**src/rtl/uart_pkg.sv**
```systemverilog
// Shared read-FSM state type and word-size constant for the UART receive buffer.
package uart_pkg;

  localparam int WORD_BYTES = 4;

  typedef enum logic [1:0] {
    IDLE,
    WAIT_DATA,
    DONE
  } rd_state_e;

  function automatic logic [1:0] last_byte_idx(input logic word_mode);
    return word_mode ? 2'(WORD_BYTES - 1) : 2'd0;
  endfunction

endpackage

```
**src/rtl/uart_byte_fifo.sv**
```systemverilog
// Byte FIFO with extra-bit pointers; count is derived from the registered pointers.
module uart_byte_fifo #(
  parameter int DEPTH = 16
) (
  input  logic                   clk,
  input  logic                   rstn,
  input  logic                   push,
  input  logic [7:0]             push_data,
  input  logic                   pop,
  output logic [7:0]             pop_data,
  output logic                   full,
  output logic                   empty,
  output logic [$clog2(DEPTH):0] count
);
  localparam int AW = $clog2(DEPTH);
  localparam logic [AW:0] PTR_ONE    = {{AW{1'b0}}, 1'b1};
  localparam logic [AW:0] FULL_COUNT = (AW + 1)'(DEPTH);

  logic [7:0]  mem [DEPTH];
  logic [AW:0] wr_ptr_q, wr_ptr_d;
  logic [AW:0] rd_ptr_q, rd_ptr_d;
  logic        push_ok, pop_ok;

  assign count    = wr_ptr_q - rd_ptr_q;
  assign full     = (count == FULL_COUNT);
  assign empty    = (wr_ptr_q == rd_ptr_q);
  assign pop_ok   = pop & ~empty;
  // A pop frees a slot in the same cycle, so a full FIFO can still accept.
  assign push_ok  = push & (~full | pop_ok);
  assign pop_data = mem[rd_ptr_q[AW-1:0]];

  always_comb begin
    wr_ptr_d = wr_ptr_q;
    rd_ptr_d = rd_ptr_q;
    if (push_ok) wr_ptr_d = wr_ptr_q + PTR_ONE;
    if (pop_ok)  rd_ptr_d = rd_ptr_q + PTR_ONE;
  end

  always_ff @(posedge clk or negedge rstn) begin
    if (!rstn) begin
      wr_ptr_q <= '0;
      rd_ptr_q <= '0;
    end else begin
      wr_ptr_q <= wr_ptr_d;
      rd_ptr_q <= rd_ptr_d;
    end
  end

  always_ff @(posedge clk) begin
    if (push_ok) mem[wr_ptr_q[AW-1:0]] <= push_data;
  end

endmodule

```
**src/rtl/uart_rx_buffer.sv**
```systemverilog
// UART receive buffer: filters received bytes into a FIFO and serves byte/word
// read requests from the core with a one-cycle completion pulse.
module uart_rx_buffer
  import uart_pkg::*;
#(
  parameter int DEPTH = 16
) (
  input  logic                   clk,
  input  logic                   rstn,
  input  logic                   rx_ready,
  input  logic [7:0]             rx_data,
  input  logic                   rx_ferr,
  input  logic                   rd_go,
  input  logic                   rd_word,
  output logic [31:0]            rd_data,
  output logic                   rd_done,
  output logic [$clog2(DEPTH):0] count,
  output logic                   overflow,
  output logic                   ferr_seen,
  input  logic                   clr_err
);
  rd_state_e   state_q;
  logic        word_q;
  logic [1:0]  idx_q;
  logic [31:0] rd_data_q;
  logic        rd_done_q;
  logic        overflow_q, overflow_d;
  logic        ferr_q, ferr_d;
  logic        push, pop, full, empty;
  logic [7:0]  pop_data;

  assign pop  = (state_q == WAIT_DATA) & ~empty;
  assign push = rx_ready & ~rx_ferr & (~full | pop);

  uart_byte_fifo #(.DEPTH(DEPTH)) u_fifo (
    .clk       (clk),
    .rstn      (rstn),
    .push      (push),
    .push_data (rx_data),
    .pop       (pop),
    .pop_data  (pop_data),
    .full      (full),
    .empty     (empty),
    .count     (count)
  );

  // Setting wins over clr_err when both happen in one cycle.
  always_comb begin
    overflow_d = (overflow_q & ~clr_err) | (rx_ready & ~rx_ferr & full & ~pop);
    ferr_d     = (ferr_q & ~clr_err) | (rx_ready & rx_ferr);
  end

  always_ff @(posedge clk or negedge rstn) begin
    if (!rstn) begin
      overflow_q <= 1'b0;
      ferr_q     <= 1'b0;
    end else begin
      overflow_q <= overflow_d;
      ferr_q     <= ferr_d;
    end
  end

  always_ff @(posedge clk or negedge rstn) begin
    if (!rstn) begin
      state_q   <= IDLE;
      word_q    <= 1'b0;
      idx_q     <= 2'd0;
      rd_data_q <= '0;
      rd_done_q <= 1'b0;
    end else begin
      rd_done_q <= 1'b0;
      case (state_q)
        IDLE: begin
          if (rd_go) begin
            state_q   <= WAIT_DATA;
            word_q    <= rd_word;
            idx_q     <= 2'd0;
            rd_data_q <= '0;
          end
        end
        WAIT_DATA: begin
          if (pop) begin
            for (int b = 0; b < WORD_BYTES; b++) begin
              if (idx_q == 2'(b)) rd_data_q[8*b +: 8] <= pop_data;
            end
            idx_q <= idx_q + 2'd1;
            if (idx_q == last_byte_idx(word_q)) begin
              state_q   <= DONE;
              rd_done_q <= 1'b1;
            end
          end
        end
        DONE:    state_q <= IDLE;
        default: state_q <= IDLE;
      endcase
    end
  end

  assign rd_data   = rd_data_q;
  assign rd_done   = rd_done_q;
  assign overflow  = overflow_q;
  assign ferr_seen = ferr_q;

endmodule

```
**config.mk**
```make
export PLATFORM = sky130hd
export DESIGN_NAME = uart_rx_buffer
export DESIGN_NICKNAME = d
export VERILOG_FILES = /design/src/rtl/uart_pkg.sv /design/src/rtl/uart_byte_fifo.sv /design/src/rtl/uart_rx_buffer.sv
export SDC_FILE = /design/constraint.sdc
export NUM_CORES = 1
export LEC_CHECK = 0
export CAP_MARGIN = 20
export CORE_UTILIZATION = 50
export DETAILED_ROUTE_END_ITERATION = 10
export GPL_ROUTABILITY_DRIVEN = 0
export HOLD_SLACK_MARGIN = 0.15
export PLACE_DENSITY = 0.82
export RECOVER_POWER = 25
export SKIP_LAST_GASP = 1
export SLEW_MARGIN = 20
export SYNTH_ARGS = -nofsm -noshare
export SYNTH_HDL_FRONTEND = slang
export SYNTH_HIERARCHICAL = 1
export SYNTH_SLANG_ARGS = --single-unit
```
**constraint.sdc**
```tcl
create_clock -name clk -period 4.7 [get_ports clk]
set_clock_uncertainty 0.1 [all_clocks]
set_input_delay 0.94 -clock clk [delete_from_list [all_inputs] [get_ports clk]]
set_output_delay 0.94 -clock clk [all_outputs]
set_load 0.01 [all_outputs]
```
# Yosys cells after proc, flatten, opt, wreduce, memory -nomap -nowiden
# Memory sizes are Yosys's and may differ from the RTL's.
# Cells that the tools add are included.
# Widths: inputs -> output; s select.
[totals]
register_bits = 50
ramBits = 128
input_bits = 15
n_memories = 1
[mem_list]
columns = ["memory", "depth", "width", "read_ports", "rd_clocked_by_memory_dff", "wr", "line", "rtl"]
rows = [
  ["u_fifo.mem", 16, 8, 1, 0, 1, "uart_byte_fifo.sv:19", "logic [7:0] mem [DEPTH];"],
]
[classes]
addsub = 4
n_eq_ne = 14
muxes = 20
n_bitwise = 19
n_reduce_logical = 10
[op_table]
columns = ["cell", "n"]
rows = [
  ["$mux 32", 2],
  ["$pmux 32 s2", 1],
  ["$mux 8", 4],
  ["$reduce_and 4->1", 4],
  ["$mux 2", 6],
  ["$add 5x1->5 const B", 2],
  ["$and 1x1->1", 10],
  ["$ne 2x1->1 const B", 5],
  ["$pmux 2 s2", 2],
  ["$reduce_and 3->1", 2],
  ["$eq 5x5->1", 1],
  ["$eq 5x5->1 const B", 1],
  ["$mux 1", 5],
  ["$not 1->1", 5],
  ["$sub 5x5->5", 1],
  ["$eq 2x1->1 const B", 2],
  ["$eq 2x2->1 const B", 2],
  ["$logic_not 2->1", 2],
  ["$ne 2x2->1 const B", 2],
  ["$or 1x1->1", 4],
  ["$add 2x1->2 const B", 1],
  ["$eq 2x2->1", 1],
  ["$reduce_and 2->1", 1],
  ["$reduce_bool 2->1", 1],
]

# Longest topological paths before layout
# Gate-level depths: netlist (run 1).
[logic_depth]
depth_word = 8
depth_mapped = 13
ltp_nobuf = 12

# By module
# The synthesis (run 1) kept the hierarchy.
[by_module_without_submodules]
columns = ["module", "instances", "cells_per_inst", "area_each_um2", "seq_area_each_um2"]
rows = [
  ["uart_byte_fifo", 1, 311, 5683.0, 4093.9],
  ["uart_rx_buffer", 1, 194, 1871.8, 1001.0],
]

# Least setup slack after synthesis (run 1)
# OpenSTA, ideal clock, no wires.
[synth_path]
path_kind = "reg-to-reg"
from = "register u_fifo.rd_ptr_q[2]"
to = "memory u_fifo.mem[2][0] (enable)"
setup_time_ps = 383
arrival_time_ps = 3218
setup_slack_ps = 998
stages_incl_launch_ff = 14
n_path_buf = 4
synth_period_minus_slack_ps = 3702
cell_sequence = "dfrtp_1 buf_2 buf_2 clkinv_1 ha_1 nand4_1 nor2_1 buf_4 or3b_4 inv_1 nor2b_2 buf_4 o21bai_2 nor3_1"
[synth_between]
elab_chain_cells = 8
[synth_rtl]
columns = ["item", "line", "rtl"]
rows = [
  ["start, declared", "uart_byte_fifo.sv:21", "logic [AW:0] rd_ptr_q, rd_ptr_d;"],
  ["start signal, assigned", "uart_byte_fifo.sv:45", "rd_ptr_q <= rd_ptr_d;"],
  ["$eq 5x5->1 (*)", "uart_byte_fifo.sv:26", "assign empty = (wr_ptr_q == rd_ptr_q);"],
  ["via empty", "uart_rx_buffer.sv:29", "logic push, pop, full, empty;"],
  ["$not 1->1 (*)", "uart_rx_buffer.sv:32", "assign pop = (state_q == WAIT_DATA) & ~empty;"],
  ["$and 1x1->1 (*)", "uart_rx_buffer.sv:32", ""],
  ["via pop", "uart_rx_buffer.sv:29", ""],
  ["$or 1x1->1 or $and 1x1->1 (tied branches)", "uart_rx_buffer.sv:33, uart_byte_fifo.sv:27", ""],
  ["$and 1x1->1 or $or 1x1->1 (tied branches)", "uart_rx_buffer.sv:33, uart_byte_fifo.sv:29", ""],
  ["$and 1x1->1 (*)", "uart_byte_fifo.sv:29", "assign push_ok = push & (~full | pop_ok);"],
  ["$mux 1 (*)", "uart_byte_fifo.sv:50", "if (push_ok) mem[wr_ptr_q[AW-1:0]] <= push_data;"],
  ["$mux 1 (implied by the code) (*)", "uart_byte_fifo.sv:50", ""],
  ["end, declared", "uart_byte_fifo.sv:19", ""],
]
# Mark *: on every way through the listed nets, which the timed path passes. The rest lies on a longest branch.

# Worst setup path after layout (run 1)
[layout_path]
from = "register u_fifo.rd_ptr_q[3]"
to = "memory u_fifo.mem[0][5] (enable)"
[layout_between]
elab_chain_cells = 8
[layout_rtl]
columns = ["item", "line", "rtl"]
rows = [
  ["$eq 5x5->1", "uart_byte_fifo.sv:26", ""],
  ["via empty", "uart_rx_buffer.sv:29", ""],
  ["$not 1->1", "uart_rx_buffer.sv:32", ""],
  ["$and 1x1->1", "uart_rx_buffer.sv:32", ""],
  ["$or 1x1->1", "uart_rx_buffer.sv:33", "assign push = rx_ready & ~rx_ferr & (~full | pop);"],
  ["$and 1x1->1", "uart_rx_buffer.sv:33", ""],
  ["via push", "uart_rx_buffer.sv:29", ""],
  ["$and 1x1->1", "uart_byte_fifo.sv:29", ""],
  ["$mux 1", "uart_byte_fifo.sv:50", ""],
  ["$mux 1 (implied by the code)", "uart_byte_fifo.sv:50", ""],
]
# The timed path passes the listed nets, and every way through them passes these cells.

==> qor_table.md, run 1 <==
| Step | Item | Reported |
|:---|:---|:---|
| status | Result of the run | finished, violations left |
| status | Violations in the final reports | DRC, capacitance limit, slew limit |
| detailed routing | DRT Pass-1 Iters | 9 |
| die | Initial Util | 0.516 |
| power | Clock share of power | 0.234 |
| synth | Async set-reset flop share out of synthesis | 0.281 |
| grt | Fraction of met1 tracks used by global routing | 0.291 |
| detailed routing | Routed len/inst | 21.6 µm |
| die | Floorplan Core Area | 14600 µm² |
| power | Combinational share of power | 0.401 |
| sta | Worst hold margin | 396 ps |
| layout | Final core utilization | 0.600 |
| setup path | Critical R2R Capture | u_fifo/mem[0][5]$_DFFE_PP_ |
| power | Total power divided by cell area | 651 nW/µm² |
| synth | Post-synthesis cell area | 7550 µm² |
| detailed routing | Post-detailed-route DRC marker count | 16 |
| setup path | Maximum cell stage delay along the critical path | 660 ps |
| grt | Via count of the first global-routing pass | 4632 |
| clock tree | CTS tree | done |
| min path | HP Class | register to register |
| sta | Setup total negative slack | 0 ps |
| grt | Met2 usage in global routing | 0.354 |
| detailed routing | Antenna-violating nets left | 0 |
| layout | Layout net count | 583 |
| sta | Actual slew at the worst max-slew pin | 2680 ps |
| grt | Global routing usage on met3 | 0.0580 |
| grt | Global route overflow | 0 |
| setup path | Required time reported for the critical path endpoint | 4650 ps |
| sta | Slew Limit Headroom | -0.788 |
| sta | Final worst path period need | 3990 ps |
| power | Proportion of power drawn by flip-flops and latches | 0.365 |
| setup path | Slowest-stage cell, CP | sky130_fd_sc_hd__nor2_1 |
| placement | DP HPWL | 10600 µm |
| setup path | Launching point of the worst reg2reg path | u_fifo/rd_ptr_q[3]$_DFFE_PN0P_ |
| flow run | Number of violations of the max-capacitance limit | 1 |
| grt | Pin count of the biggest net entering global routing | 51 |
| synth | Share of synthesized area occupied by flip-flops and latches | 0.674 |
| clock tree | CTS-repair resized insts | 0 |
| grt | Number of antenna violations at the first check in global routing | 0 |
| sta | Final-report setup violation count | 0 |
| synth | Nets in the synthesized netlist | 534 |
| grt | Global-route wire length before repair | 25700 µm |
| synth | Post-synth EDFFs | 128 |
| clock tree | Total clock buffers created by CTS | 17 |
| die | Io pins | 55 |
| power | Cell-internal power | 0.00364 W |
| layout | Layout-stage area growth over the synthesis result | 16.3% |
| die | Number of standard-cell rows in the floorplan | 44 |
| setup path | Worst-case register-to-register setup slack | 710 ps |
| synth | Cell count after synthesis | 505 |
| power | Worst vdd rail ir drop | 0.407 mV |
| sta | Number of max-slew violations in the final report | 51 |
| clock tree | Clock Sink Count | 178 |
| sta | Share of the cycle needed by the critical path after routing | 0.849 |
| power | Sw frac | 0.363 |
| sta | Maximum clock frequency | 251 MHz |
| synth | Number of register bits inferred by synthesis | 178 |
| clock tree | Maximum buffer depth of the clock tree | 2 |
| synth | Number of distinct library cells after synthesis | 49 |
| die | Die width | 125 µm |
| sta | PnR worst setup slack | 710 ps |
| min path | Number of instances on the worst hold path | 1 |
| clock tree | Clk_lat worst skew | 430 ps |
| clock tree | Root Buffer | sky130_fd_sc_hd__clkbuf_16 |
| placement | Setup slack at placement | 830 ps |
| detailed routing | Wirelength, routed | 16200 µm |
| setup path | Critical path data arrival time | 3940 ps |
| sta | RSZ-0062 raised after global routing | no |
| detailed routing | Violation count after the first detailed-route iteration | 656 |
| clock tree | Total number of H-tree levels | 4 |
| setup path | Combined buffer and inverter count along the critical path | 1 |
| setup path | Setup crit start kind | register |
| die | Die span in y | 125 µm |
| setup path | Ordered list of cells on the worst path | inv_1, ha_1, nand4_1, nor2_1, or3b_4, a21oi_1, nor2b_1, nand2_1, nor2_1 |
| setup path | Kind of end point of the critical path | register |
| die | Total Die Area | 15600 µm² |
| synth | Mean instance size in the synthesized netlist | 15.0 µm² |
| clock tree | Post CTS Setup Buffer Count | 0 |
| grt | Global-route layer with the greatest usage | met2 |
| layout | Share of cells above drive strength 1 | 0.143 |
| placement | Buffers added on ports | 54 |
| power | Total power | 0.00572 W |
| setup path | Critical path class | register to register |
| clock tree | Register clock-pin slew on the reported worst setup and hold paths | 70 ps |
| setup path | Crit path max fanout | 14 |
| synth | Number of warning messages in the yosys log | 6 |
| clock tree | Hold buffers post-CTS | 0 |
| sta | Final Hold Vio Count | 0 |
| grt | GRT Resource Usage Total | 0.223 |
| setup path | Kind of cell adding the most delay to the critical path | simple AND/OR/NAND/NOR gates |
| synth | Cell types with the largest area share after synthesis | sky130_fd_sc_hd__edfxtp_1, sky130_fd_sc_hd__dfrtp_1, sky130_fd_sc_hd__mux4_2, sky130_fd_sc_hd__nand2_1, sky130_fd_sc_hd__o211ai_1 |
| detailed routing | Vias per cell | 6.10 |
| min path | Worst Hold Endpoint | u_fifo/wr_ptr_q[4]$_DFFE_PN0P_ |
| power | Static Leakage | 3.25 nW |
| synth | Largest area contributor in the synthesized netlist | sky130_fd_sc_hd__edfxtp_1 |
| setup path | Worst Reg-to-Reg Cells | 9 |
| detailed routing | Via count | 4578 |
| min path | Start point of the worst hold path | u_fifo/wr_ptr_q[4]$_DFFE_PN0P_ |
| power | Net switching power of the design | 0.00208 W |
| synth | Most used flip-flop cell after synthesis | sky130_fd_sc_hd__edfxtp_1 |
| layout | Number of inserted diodes | 0 |
| setup path | Most frequent CP cell | sky130_fd_sc_hd__nor2_1 |
| synth | Area share of the largest cell type after synthesis | 0.509 |
## synth_stat cells (2+ instances only)
cell	number
sky130_fd_sc_hd__nand2_1	108
sky130_fd_sc_hd__inv_1	13
sky130_fd_sc_hd__edfxtp_1	128
sky130_fd_sc_hd__ha_1	13
sky130_fd_sc_hd__nor4bb_1	4
sky130_fd_sc_hd__buf_1	2
sky130_fd_sc_hd__o21ai_0	2
sky130_fd_sc_hd__clkbuf_1	6
sky130_fd_sc_hd__and3_1	8
sky130_fd_sc_hd__nand3_1	4
sky130_fd_sc_hd__nand4bb_1	4
sky130_fd_sc_hd__a22o_1	3
sky130_fd_sc_hd__nand4_1	3
sky130_fd_sc_hd__and2_1	2
sky130_fd_sc_hd__nor2_1	17
sky130_fd_sc_hd__a31oi_1	9
sky130_fd_sc_hd__mux4_2	32
sky130_fd_sc_hd__clkinv_1	2
sky130_fd_sc_hd__buf_4	5
sky130_fd_sc_hd__buf_6	2
sky130_fd_sc_hd__clkbuf_2	2
sky130_fd_sc_hd__o211ai_1	33
sky130_fd_sc_hd__o21ai_2	2
sky130_fd_sc_hd__xnor2_1	7
sky130_fd_sc_hd__xor2_1	3
sky130_fd_sc_hd__buf_2	13
sky130_fd_sc_hd__nand2b_1	2
sky130_fd_sc_hd__a21oi_1	5
sky130_fd_sc_hd__nor3_1	2
sky130_fd_sc_hd__dfrtp_1	50
## layer usage
metal,wire length [µm],part of all wire
met5,0,0
met4,503,0.031
met3,1210,0.074
met2,7830,0.48
met1,6710,0.41
## registers in the layout (all words and copies together), names as in the netlist
register,flops
ferr_seen,1
overflow,1
rd_data,32
word_q,1
u_fifo/wr_ptr_q,5
u_fifo/rd_ptr_q,5
idx_q,2
u_fifo/mem,128
state_q,2
rd_done,1
## worst max path at each step
stage / from / to / slack, ps / cells past startpoint
4_1_cts: u_fifo/rd_ptr_q[3]$_DFFE_PN0P_ / u_fifo/mem[0][3]$_DFFE_PP_ / 770 / 9
3_3_place_gp: u_fifo/rd_ptr_q[3]$_DFFE_PN0P_ / u_fifo/mem[12][5]$_DFFE_PP_ / 1070 / 9
3_5_place_dp: u_fifo/rd_ptr_q[3]$_DFFE_PN0P_ / u_fifo/mem[0][3]$_DFFE_PP_ / 830 / 9
2_1_floorplan: u_fifo/rd_ptr_q[2]$_DFFE_PN0P_ / u_fifo/mem[2][0]$_DFFE_PP_ / 1000 / 13
5_1_grt: u_fifo/rd_ptr_q[3]$_DFFE_PN0P_ / u_fifo/mem[12][4]$_DFFE_PP_ / 470 / 10
6_report: u_fifo/rd_ptr_q[3]$_DFFE_PN0P_ / u_fifo/mem[0][5]$_DFFE_PP_ / 710 / 9
## layout make-up
type	instances	area [µm²]
fillers	1060	5860
repair buffers	60	579
clock inverters	13	126
clock buffers	19	433
well taps	184	230
inverters	15	56.3
multi-input cells	282	2270
flip-flops and latches	178	5100
## power by group through the flow
| stage | sequential, W | combinational (W) | clock, W |
|---|---|---|---|
| floorplan | 0.00210 | 0.00149 | 0 |
| global placement | 0.00209 | 0.00216 | 0 |
| detailed placement | 0.00211 | 0.00226 | 0 |
| CTS | 0.00208 | 0.00228 | 0.00136 |
| global route | 0.00211 | 0.00247 | 0.00143 |
| finish | 0.00209 | 0.00229 | 0.00134 |
## cells in the final DEF, fill, tap and decap left out, types with 2 or more instances in the layout
| master | count |
|---|---|
| sky130_fd_sc_hd__edfxtp_1 | 128 |
| sky130_fd_sc_hd__nand2_1 | 108 |
| sky130_fd_sc_hd__dfrtp_1 | 49 |
| sky130_fd_sc_hd__clkdlybuf4s50_1 | 49 |
| sky130_fd_sc_hd__o211ai_1 | 33 |
| sky130_fd_sc_hd__mux4_2 | 32 |
| sky130_fd_sc_hd__nor2_1 | 17 |
| sky130_fd_sc_hd__clkbuf_16 | 17 |
| sky130_fd_sc_hd__inv_1 | 13 |
| sky130_fd_sc_hd__ha_1 | 13 |
| sky130_fd_sc_hd__a31oi_1 | 9 |
| sky130_fd_sc_hd__and3_1 | 8 |
| sky130_fd_sc_hd__xnor2_1 | 7 |
| sky130_fd_sc_hd__buf_4 | 6 |
| sky130_fd_sc_hd__a21oi_1 | 5 |
| sky130_fd_sc_hd__clkinv_1 | 5 |
| sky130_fd_sc_hd__nand3_1 | 4 |
| sky130_fd_sc_hd__nor4bb_2 | 4 |
| sky130_fd_sc_hd__nand4bb_1 | 4 |
| sky130_fd_sc_hd__dlygate4sd3_1 | 4 |
| sky130_fd_sc_hd__a22o_1 | 3 |
| sky130_fd_sc_hd__inv_8 | 3 |
| sky130_fd_sc_hd__clkinv_4 | 3 |
| sky130_fd_sc_hd__clkbuf_1 | 3 |
| sky130_fd_sc_hd__xor2_1 | 3 |
| sky130_fd_sc_hd__nand4_1 | 3 |
| sky130_fd_sc_hd__o21ai_0 | 2 |
| sky130_fd_sc_hd__inv_6 | 2 |
| sky130_fd_sc_hd__and2_1 | 2 |
| sky130_fd_sc_hd__o21ai_2 | 2 |
| sky130_fd_sc_hd__nor3_1 | 2 |
## through the flow
| stage | instance area, µm² | std cells |
|---|---|---|
| detailed placement | 8220 | 719 |
| global route | 8790 | 751 |
| CTS | 8780 | 751 |
| finish | 8790 | 751 |
| global placement | 8200 | 719 |
| floorplan | 7550 | 505 |
## logic make-up after synthesis
logic type,count (synthesis),synth area share
multiplexers,35,0.100
AO/OA/AOI/OAI,62,0.0626
adder cells (fa/ha/maj),14,0.0242
flip-flops,178,0.674
XOR/XNOR,10,0.0116
buffers and inverters,45,0.0293
AND/OR/NAND/NOR,161,0.0976
Note: power is estimated with default switching activity, not from simulation.
==> run 2: changes to the inputs <==
--- a/config.mk
+++ b/config.mk
@@ -10,7 +10,7 @@
 export DETAILED_ROUTE_END_ITERATION = 10
 export GPL_ROUTABILITY_DRIVEN = 0
 export HOLD_SLACK_MARGIN = 0.15
-export PLACE_DENSITY = 0.82
+export PLACE_DENSITY = 0.84
 export RECOVER_POWER = 25
 export SKIP_LAST_GASP = 1
 export SLEW_MARGIN = 20
==> constraint.sdc (replaced) <==
create_clock -name clk -period 3.6 [get_ports clk]
set_clock_uncertainty 0.1 [all_clocks]
set_input_delay 0.72 -clock clk [delete_from_list [all_inputs] [get_ports clk]]
set_output_delay 0.72 -clock clk [all_outputs]
set_load 0.01 [all_outputs]
==> qor_table.md, run 2 (synthesis results as in run 1) <==
| Step | Item | Reported | vs previous |
|:---|:---|:---|:---|
| status | Result of the run | finished, violations left |  |
| status | Violations in the final reports | DRC, capacitance limit, slew limit |  |
| grt | Met2 usage in global routing | 0.363 | +0.00892 |
| clock tree | Hold buffers post-CTS | 0 | unchanged |
| min path | HP Class | register to register |  |
| setup path | Required time reported for the critical path endpoint | 2780 ps | -1870 ps |
| layout | Max FFs per register | 128 | unchanged |
| placement | Buffers added on ports | 54 | unchanged |
| sta | Number of max-slew violations in the final report | 51 | unchanged |
| placement | Placed instance area | 8370 µm² | +1.8% |
| sta | Actual slew at the worst max-slew pin | 2700 ps | +19.5 ps |
| layout | Most frequent standard cell in the layout excluding fill and tap cells | sky130_fd_sc_hd__edfxtp_1 |  |
| grt | Via count of the first global-routing pass | 4666 | +0.73% |
| power | Total power | 0.00757 W | +32% |
| die | Floorplan Core Area | 14600 µm² | unchanged |
| layout | Summed area of non-filler cells in the final layout | 8950 µm² | +1.9% |
| clock tree | Clk_lat worst skew | 430 ps | about the same |
| grt | Global-route layer with the greatest usage | met2 |  |
| setup path | Launching point of the worst reg2reg path | u_fifo/wr_ptr_q[0]$_DFFE_PN0P_ |  |
| layout | Layout net count | 605 | +3.8% |
| grt | Number of antenna violations at the first check in global routing | 0 | unchanged |
| setup path | Setup crit start kind | register |  |
| die | Io pins | 55 | unchanged |
| sta | RSZ-0062 raised after global routing | no |  |
| layout | Share of cells above drive strength 1 | 0.178 | +0.0354 |
| grt | Global-route wire length before repair | 25800 µm | +0.21% |
| grt | GRT Resource Usage Total | 0.222 | -0.000875 |
| die | Initial Util | 0.516 | unchanged |
| die | Die span in y | 125 µm | unchanged |
| setup path | Kind of end point of the critical path | primary output |  |
| setup path | Critical path class | register to primary output |  |
| clock tree | Total clock buffers created by CTS | 17 | unchanged |
| sta | Final worst path period need | 3410 ps |  |
| setup path | Slowest-stage cell, CP | sky130_fd_sc_hd__clkdlybuf4s50_1 |  |
| setup path | Ordered list of cells on the worst path | clkinv_1, ha_1, a21oi_1, a21boi_1, nor2_1, clkdlybuf4s50_1 |  |
| sta | Slew Limit Headroom | -0.801 | -0.0130 |
| sta | Maximum clock frequency | 293 MHz |  |
| power | Static Leakage | 3.38 nW | +4.1% |
| setup path | Critical path data arrival time | 2590 ps | -1350 ps |
| clock tree | Register clock-pin slew on the reported worst setup and hold paths | 70 ps | about the same |
| layout | Most used cells in the layout excluding fill and tap cells | sky130_fd_sc_hd__edfxtp_1, sky130_fd_sc_hd__nand2_1, sky130_fd_sc_hd__dfrtp_1, sky130_fd_sc_hd__clkdlybuf4s50_1, sky130_fd_sc_hd__o211ai_1 |  |
| min path | Start point of the worst hold path | u_fifo/rd_ptr_q[4]$_DFFE_PN0P_ |  |
| die | Number of standard-cell rows in the floorplan | 44 | unchanged |
| layout | Final core utilization | 0.612 | +0.0114 |
| grt | Pin count of the biggest net entering global routing | 51 | unchanged |
| grt | Global route overflow | 0 | unchanged |
| detailed routing | Violation count after the first detailed-route iteration | 561 | -14% |
| setup path | Worst-case register-to-register setup slack | 270 ps | -440 ps |
| die | Die width | 125 µm | unchanged |
| grt | Global routing usage on met3 | 0.0473 | -0.0107 |
| sta | Share of the cycle needed by the critical path after routing | 0.948 |  |
| clock tree | Total number of H-tree levels | 4 | unchanged |
| setup path | Critical R2R Capture | u_fifo/mem[15][3]$_DFFE_PP_ |  |
| grt | Fraction of met1 tracks used by global routing | 0.295 | +0.00435 |
| setup path | Maximum cell stage delay along the critical path | 560 ps | -100 ps |
| placement | DP HPWL | 10600 µm | +0.39% |
| clock tree | Root Buffer | sky130_fd_sc_hd__clkbuf_16 |  |
| sta | PnR worst setup slack | 187 ps | -523 ps |
| clock tree | Clock Sink Count | 178 | unchanged |
| detailed routing | Vias per cell | 5.83 | -4.4% |
| setup path | Crit path max fanout | 9 | -5 |
| flow run | Number of violations of the max-capacitance limit | 1 | unchanged |
| detailed routing | Post-detailed-route DRC marker count | 20 | +4 |
| setup path | Worst Reg-to-Reg Cells | 12 | +3 |
| die | Total Die Area | 15600 µm² | unchanged |
| sta | Final Hold Vio Count | 0 | unchanged |
| layout | Layout-stage area growth over the synthesis result | 18.5% |  |
| sta | Setup total negative slack | 0 ps | unchanged |
| clock tree | CTS tree | done |  |
| detailed routing | Routed len/inst | 20.8 µm | -3.6% |
| detailed routing | DRT Pass-1 Iters | 8 | -1 |
| min path | Worst Hold Endpoint | u_fifo/rd_ptr_q[4]$_DFFE_PN0P_ |  |
| detailed routing | Antenna-violating nets left | 0 | unchanged |
| power | Worst vdd rail ir drop | 0.438 mV | +7.6% |
| placement | Setup slack at placement | 274 ps | -556 ps |
| power | Total power divided by cell area | 846 nW/µm² | +30% |
| clock tree | Maximum buffer depth of the clock tree | 2 | unchanged |
| detailed routing | Via count | 4505 | -1.6% |
| detailed routing | Wirelength, routed | 16100 µm | -0.81% |
| min path | Number of instances on the worst hold path | 1 | unchanged |
| sta | Final-report setup violation count | 0 | unchanged |
| layout | Number of inserted diodes | 0 | unchanged |
run 2: cell types whose count changed in the layout (fill, tap and decap cells not counted), moves of 2 or more:
cell                       change
sky130_fd_sc_hd__buf_4        +22
sky130_fd_sc_hd__clkbuf_1      -2
sky130_fd_sc_hd__clkinv_1      -3
sky130_fd_sc_hd__clkinv_2      +4
sky130_fd_sc_hd__clkinv_4      -2
sky130_fd_sc_hd__inv_6         +2
sky130_fd_sc_hd__inv_8         -2
sky130_fd_sc_hd__nor4bb_1      +4
sky130_fd_sc_hd__nor4bb_2      -4
run 2: metal layers:
layer | part of all wire | up-vias | wire, µm
met4 | 0.020 | 0 | 317
met2 | 0.49 | 171 | 7980
li1 | - | 2030 | -
met1 | 0.43 | 2283 | 6870
met3 | 0.059 | 21 | 954
met5 | 0 | - | 0
run 2: worst max-delay path by stage:
stage / cells after the start / slack, ps / end / start
floorplan: 11 / 30 / u_fifo/mem[10][0]$_DFFE_PP_ / u_fifo/rd_ptr_q[2]$_DFFE_PN0P_
global placement: 12 / 500 / u_fifo/mem[15][2]$_DFFE_PP_ / u_fifo/wr_ptr_q[0]$_DFFE_PN0P_
detailed placement: 12 / 270 / u_fifo/mem[15][2]$_DFFE_PP_ / u_fifo/wr_ptr_q[0]$_DFFE_PN0P_
CTS: 8 / 60 / count[4] / u_fifo/wr_ptr_q[0]$_DFFE_PN0P_
global route: 1 / 20 / u_fifo/rd_ptr_q[0]$_DFFE_PN0P_ / rstn
finish: 6 / 190 / count[3] / u_fifo/rd_ptr_q[2]$_DFFE_PN0P_
run 2: through the flow:
| stage | cells | hold slack [ps] |
|---|---|---|
| after floorplan | 505 | 324 |
| after global placement | 741 | 398 |
| after detailed placement | 741 | 401 |
| after CTS | 773 | 403 |
| after global routing | 773 | 423 |
| final | 773 | 414 |
run 2: where the power goes:
| part | switching, W | internal (W) |
|---|---|---|
| clock | 0.000787 | 0.00103 |
| sequential | 0.000201 | 0.00250 |
| combinational | 0.00172 | 0.00133 |
| total | 0.00271 | 0.00486 |
run 2: critical path, delay by kind of cell, from the launching register on:
kind,cells,cell delay (ps)
buffers and inverters,2,810
adder cells (fa/ha/maj),1,450
AO/OA/AOI/OAI,2,400
flip-flops,1,350
AND/OR/NAND/NOR,1,170
run 2: area by class of cell:
type	instances	area (µm²)
inverter	15	56.3
tap	184	230
clock buffer	17	425
sequential	178	5100
multi-input combinational	282	2240
clock inverter	15	155
timing repair buffer	82	747
fill	1031	5690
run 2: repair_timing:
item	4_1_cts	5_1_grt
setup buffers	0	0
setup endpoints to repair	0	1
gates resized for setup	0	2
